--- config.mk ---
export PLATFORM = sky130hd
export DESIGN_NAME = tl_tx_error_msg_gen
export DESIGN_NICKNAME = d
export VERILOG_FILES = /design/src/rtl/tl_tx_error_msg_gen.sv
export SDC_FILE = /design/constraint.sdc
export NUM_CORES = 1
export LEC_CHECK = 0
export CAP_MARGIN = 10
export CORE_MARGIN = 4
export CORE_UTILIZATION = 35
export DETAILED_ROUTE_END_ITERATION = 10
export PLACE_DENSITY = 0.89
export SETUP_SLACK_MARGIN = 0.15
export SYNTH_ARGS = -nofsm -noshare
export SYNTH_HDL_FRONTEND = slang
export SYNTH_SLANG_ARGS = --single-unit
--- constraint.sdc ---
create_clock -name i_clk -period 2.07 [get_ports i_clk]
set_input_delay 0.621 -clock i_clk [delete_from_list [all_inputs] [get_ports i_clk]]
set_output_delay 0.621 -clock i_clk [all_outputs]
set_load 0.005 [all_outputs]
--- src/rtl/tl_tx_error_msg_gen.sv ---
// Converts RX error events into ERR_FATAL / ERR_NONFATAL message TLP headers,
// coalesced per severity and gated by posted-header flow-control credit.
module tl_tx_error_msg_gen #(
  parameter int FC_HDR_CREDS_WIDTH = 8,
  parameter int REQUESTER_ID_WIDTH = 16,
  parameter int CNT_WIDTH          = 8
) (
  input  logic                          i_clk,
  input  logic                          i_n_rst,
  input  logic                          i_error_check,
  input  logic [2:0]                    i_error_type,
  input  logic [REQUESTER_ID_WIDTH-1:0] i_device_id,
  input  logic                          i_cfg_fatal_report_en,
  input  logic                          i_cfg_nonfatal_report_en,
  input  logic [FC_HDR_CREDS_WIDTH-1:0] i_tx_p_hdr_credit_limit,
  input  logic [FC_HDR_CREDS_WIDTH-1:0] i_tx_p_hdr_credits_consumed,
  input  logic                          i_tx_p_hdr_infinite,
  input  logic                          i_msg_ready,
  output logic                          o_msg_valid,
  output logic [127:0]                  o_msg_hdr,
  output logic                          o_p_hdr_credit_consume,
  output logic                          o_fatal_status,
  output logic                          o_nonfatal_status,
  input  logic                          i_status_clr,
  output logic [CNT_WIDTH-1:0]          o_msg_sent_count
);

  typedef enum logic {IDLE, SEND} state_t;

  localparam logic [31:0] MSG_DW0      = 32'h3000_0000;
  localparam logic [7:0]  CODE_FATAL   = 8'h33;
  localparam logic [7:0]  CODE_NONFATAL = 8'h31;

  state_t                        state_q, state_d;
  logic                          fatal_pend_q, nf_pend_q;
  logic                          sev_fatal_q;
  logic [127:0]                  hdr_q;
  logic [CNT_WIDTH-1:0]          cnt_q;
  logic                          fatal_q, nonfatal_q;

  logic                          fatal_evt, nf_evt;
  logic                          fatal_set, nf_set;
  logic [FC_HDR_CREDS_WIDTH-1:0] avail;
  logic                          credit_ok;
  logic                          start;
  logic                          handshake;
  logic [15:0]                   req_id;

  assign fatal_evt = i_error_check && (i_error_type == 3'b001 ||
                                       i_error_type == 3'b010 ||
                                       i_error_type == 3'b011);
  assign nf_evt    = i_error_check && i_error_type[2];
  assign fatal_set = fatal_evt && i_cfg_fatal_report_en;
  assign nf_set    = nf_evt && i_cfg_nonfatal_report_en;

  // A wrapped difference with the MSB set means consumed has run past limit.
  assign avail     = i_tx_p_hdr_credit_limit - i_tx_p_hdr_credits_consumed;
  assign credit_ok = i_tx_p_hdr_infinite ||
                     ((avail != '0) && !avail[FC_HDR_CREDS_WIDTH-1]);

  assign start     = (state_q == IDLE) && (fatal_pend_q || nf_pend_q) && credit_ok;
  assign handshake = (state_q == SEND) && i_msg_ready;
  assign req_id    = 16'(i_device_id);

  always_ff @(posedge i_clk or negedge i_n_rst) begin
    if (!i_n_rst) state_q <= IDLE;
    else          state_q <= state_d;
  end

  always_comb begin
    state_d = state_q;
    unique case (state_q)
      IDLE: if (start)     state_d = SEND;
      SEND: if (handshake) state_d = IDLE;
      default:             state_d = IDLE;
    endcase
  end

  always_comb begin
    o_msg_valid            = (state_q == SEND);
    o_p_hdr_credit_consume = handshake;
  end

  // Setting has priority over the handshake clear so a same-cycle event is kept.
  always_ff @(posedge i_clk or negedge i_n_rst) begin
    if (!i_n_rst) begin
      fatal_pend_q <= 1'b0;
      nf_pend_q    <= 1'b0;
    end else begin
      fatal_pend_q <= (fatal_pend_q && !(handshake && sev_fatal_q)) || fatal_set;
      nf_pend_q    <= (nf_pend_q && !(handshake && !sev_fatal_q)) || nf_set;
    end
  end

  always_ff @(posedge i_clk or negedge i_n_rst) begin
    if (!i_n_rst) begin
      sev_fatal_q <= 1'b0;
      hdr_q       <= '0;
    end else if (start) begin
      sev_fatal_q <= fatal_pend_q;
      hdr_q       <= {MSG_DW0, req_id, 8'h00,
                      fatal_pend_q ? CODE_FATAL : CODE_NONFATAL, 64'h0};
    end
  end

  always_ff @(posedge i_clk or negedge i_n_rst) begin
    if (!i_n_rst) begin
      fatal_q    <= 1'b0;
      nonfatal_q <= 1'b0;
    end else begin
      fatal_q    <= (fatal_q && !i_status_clr) || fatal_evt;
      nonfatal_q <= (nonfatal_q && !i_status_clr) || nf_evt;
    end
  end

  always_ff @(posedge i_clk or negedge i_n_rst) begin
    if (!i_n_rst)                      cnt_q <= '0;
    else if (handshake && cnt_q != '1) cnt_q <= cnt_q + 1'b1;
  end

  assign o_msg_hdr         = hdr_q;
  assign o_fatal_status    = fatal_q;
  assign o_nonfatal_status = nonfatal_q;
  assign o_msg_sent_count  = cnt_q;

endmodule

==> metrics list <==
* IO Pins: between 150 and 200
* Clock root buffer: sky130_fd_sc_hd__clkbuf_8
* Number of diodes added for antenna fixing: 0
- The first detailed-routing pass ran for 4 iterations.
* Average wire length per cell after detail routing: 13.13 µm
- The final reports fail on setup timing.
- The analysis attributes to cell leakage a power of 1.682 nW.
- Area of the die: 0.008508 mm²
- Share of final-layout standard cells stronger than drive strength 1: 0.2889
* Required time reported for the critical path endpoint: 2.23 ns
- Number of H-tree branching levels: 2
- The signal on the critical path passes through buf_8, inv_8, ha_4, fa_2, nor2b_2, o21ai_2, a21bo_2, a2111oi_4, buf_6, a21oi_4, buf_12, mux2_4.
* Number of synthesized register bits: 31
* Post-synth EDFFs: 0
- Clock edge transition at the registers on the reported setup and hold paths: about 0.06 ns
- Async S/R FF share, synth: 1.000
- Growth of design area from synthesis to finish: 38.84%
- The clock arrives with 0.006291 ns of skew.
- CTS tree: yes
* Width of the die: between 90 and 100 µm
- Data arrival time of the critical path: 2.69 ns
* Vias in the first global route: roughly 1900
- Summed instance area of the synthesized netlist: 0.002484 mm²
- Placed wire-length estimate: 4.559 mm
- Setup violations remaining at the end of the flow were counted as 19.
- Across every metal layer, demand over resource in global routing totals 0.1298.
- After detailed routing, the number of vias per cell comes to 3.982.
- Measured along the y axis, the die boundary spans 92.24 µm.
* Count of distinct cell types in the synthesized netlist: 37
- Synthesis produced between 200 and 300 cells.
* Number of DRC violations after detailed-routing iteration 0: 45
* RSZ-0062 raised after global routing: true
- Critical path class: in2reg
- The smallest clock period supported by the final layout is computed as 2.526 ns.
* Placed instance area: approximately 0.0031 mm²
- The worst setup path is launched from an input port.
- Post-route fraction of the period consumed by the critical path: 1.220
* Number of instances on the worst hold path: 1
* Max Fclk: about 0.4 GHz
* Worst-case reg-to-reg path depth: 6
- For this run, design rule violations remaining after detail routing come to 0.
* Critical-path top delay cell: sky130_fd_sc_hd__fa_2
- DRT antenna net count: 0
- Entering global routing, the biggest net connects 32 pins.
- The first global-routing pass estimated 8.804 mm of wire.
- STA classifies the critical path endpoint as a register.
- In this run the worst path has a maximum fanout of 5.
* Worst vdd rail ir drop: 771.8 µV
- Yosys printed 0 warnings.
* Clk sinks: 31
* Status: finished, violations left
- Counting the buffers created by CTS gives 5.
- Global routing finished with a remaining overflow of 0.
* Largest stage delay on the critical path: 0.36 ns
* Hold buffer count at CTS: 0
* Max-capacitance violation count: 0
- Fraction of the yosys area taken by sequential cells: 0.3123
- Smallest setup slack after layout: -0.4563 ns
* Number of buffers on the longest clock path: 2
- For this configuration, the core starts out at a cell density of 0.3636.
- At the end of routability-driven placement, the weighted congestion stood at 0.7294.
- Average cell area after synthesis: 9.856 µm²
* Fin nets: 411
* Worst slack, placed: -1.379 ns
- Routed wire length: approximately 6.0 mm
* Site Rows: 30
- Number of antenna violations at the first check in global routing: 0
- For this run, the leading register cell type out of synthesis is sky130_fd_sc_hd__dfrtp_1.
* Design area: 0.003448 mm²
- The region available for standard cell placement spans 0.006832 mm².
- Max-slew violations: 0
- Quantity of I/O buffers inserted on ports: between 70 and 80
- Power spread over the standard cell area amounts to slightly below 1000 mW/mm².
- Hold violation total from the final report: 0
* Total via count after detailed routing: 1816
- Worst hold path type: reg2reg
- Clock latency on the worst-skew pair, taken at its later pin, is between 0.2 and 0.3 ns.
## per-layer routing
| layer | share of wire | wire length (µm) | vias up | GRT usage |
|---|---|---|---|---|
| li1 | - | - | 827 | - |
| met1 | 0.35 | 2086 | 858 | 0.1306 |
| met2 | 0.53 | 3161 | 120 | 0.2457 |
| met3 | 0.11 | 639 | 11 | 0.04266 |
| met4 | 0.017 | 99 | 0 | 0.04827 |
| met5 | 0 | 0 | - | 0 |
## registers in the layout (all words and copies together) (netlist names)
| name | cells |
|---|---|
| fatal_pend_q | 1 |
| o_msg_valid | 1 |
| nf_pend_q | 1 |
| o_fatal_status | 1 |
| o_msg_hdr | 18 |
| o_msg_sent_count | 8 |
| o_nonfatal_status | 1 |
## final cells by class
class	count	area (µm²)
fill	626	3383
multi-input combinational	204	1419
timing repair buffer	104	957.2
sequential	31	775.7
tap	96	120.1
clock buffer	6	82.58
inverter	13	58.81
clock inverter	2	35.03
## logic make-up (layout without fill, tap and decap cells)
group,Yosys count,in the layout,synth area share
buffers and inverters,125,125,0.3632
AND/OR/NAND/NOR,33,33,0.06650
flip-flops,31,31,0.3123
AO/OA/AOI/OAI,25,28,0.07910
multiplexers,18,18,0.09371
XOR/XNOR,10,10,0.03526
adder cells (fa/ha/maj),9,9,0.04836
other,1,106,0.001510
## Yosys cell counts, types with 2 or more instances
cell type | n | share of area
sky130_fd_sc_hd__inv_1 | 13 | 0.020
sky130_fd_sc_hd__nor2b_1 | 2 | 0.0050
sky130_fd_sc_hd__xor2_1 | 4 | 0.014
sky130_fd_sc_hd__dfrtp_1 | 31 | 0.31
sky130_fd_sc_hd__ha_1 | 8 | 0.040
sky130_fd_sc_hd__and3_1 | 3 | 0.0076
sky130_fd_sc_hd__a21oi_1 | 7 | 0.014
sky130_fd_sc_hd__nand3_1 | 5 | 0.010
sky130_fd_sc_hd__xnor2_1 | 6 | 0.021
sky130_fd_sc_hd__o21ai_0 | 5 | 0.010
sky130_fd_sc_hd__a22o_1 | 2 | 0.0071
sky130_fd_sc_hd__buf_4 | 111 | 0.34
sky130_fd_sc_hd__nor2_1 | 4 | 0.0060
sky130_fd_sc_hd__nand2_1 | 11 | 0.017
sky130_fd_sc_hd__mux2_4 | 8 | 0.048
sky130_fd_sc_hd__nand4_1 | 2 | 0.0050
sky130_fd_sc_hd__mux2_2 | 10 | 0.045
## worst max-delay path, delay by kind of cell
| kind | cells | cell delay, ns |
|---|---|---|
| AO/OA/AOI/OAI | 4 | 0.67 |
| adder cells (fa/ha/maj) | 2 | 0.50 |
| buffers and inverters | 4 | 0.46 |
| multiplexers | 1 | 0.29 |
| AND/OR/NAND/NOR | 1 | 0.15 |
## repair_timing
action / CTS / global route
gates resized for setup: 102 / 2
gates cloned: 3 / 0
hold endpoints to repair: 0 / 0
pin swaps: 22 / 2
setup buffers: 11 / 3
endpoints found under the setup margin: 20 / 25
## metrics by stage
step / std cells / util / power, W / hold WS [ns] / setup TNS, ns
floorplan: 357 / - / 0.001906 / 0.3254 / -10.21
global placement: 431 / 0.4500 / 0.002444 / 0.4630 / -24.70
detailed placement: 431 / 0.4500 / 0.002496 / 0.4667 / -26.06
CTS: 453 / 0.5000 / 0.003427 / 0.4813 / -7.416
global route: 456 / 0.5048 / 0.003608 / 0.4951 / -9.591
finish: 456 / 0.5048 / 0.003415 / 0.4812 / -8.107
## cell usage in the layout (no fill, tap or decap), drive strengths merged, types with 2 or more instances in the layout
cell type	n
a21o	2
a21oi	12
a22o	2
and3	3
buf	42
clkbuf	6
clkdlybuf4s50	60
conb	106
dfrtp	31
ha	8
inv	13
mux2	18
nand2	11
nand3	5
nand4	2
nor2	4
nor2b	2
o21ai	6
xnor2	6
xor2	4
## where the power goes
group	switching, W	total, W	internal, W	leakage, nW
clock	0.000232	0.000621	0.000389	0.0612
combinational	0.000616	0.00172	0.00110	1.25
sequential	0.000211	0.00108	0.000868	0.370
## path summary, 6_finish.rpt
path                                                  from                   to  slack (ns)
max in group asynchronous                          i_n_rst        o_msg_hdr[86]        1.05
worst max-delay path            i_tx_p_hdr_credit_limit[0]        o_msg_hdr[91]       -0.46
worst max register to register         o_msg_sent_count[2]  o_msg_sent_count[5]        0.31
min in group asynchronous                          i_n_rst  o_msg_sent_count[1]        0.73
worst min-delay path                        o_fatal_status       o_fatal_status        0.48
worst min register to register              o_fatal_status       o_fatal_status        0.48
No activity file was read; power rests on OpenSTA's default activity.
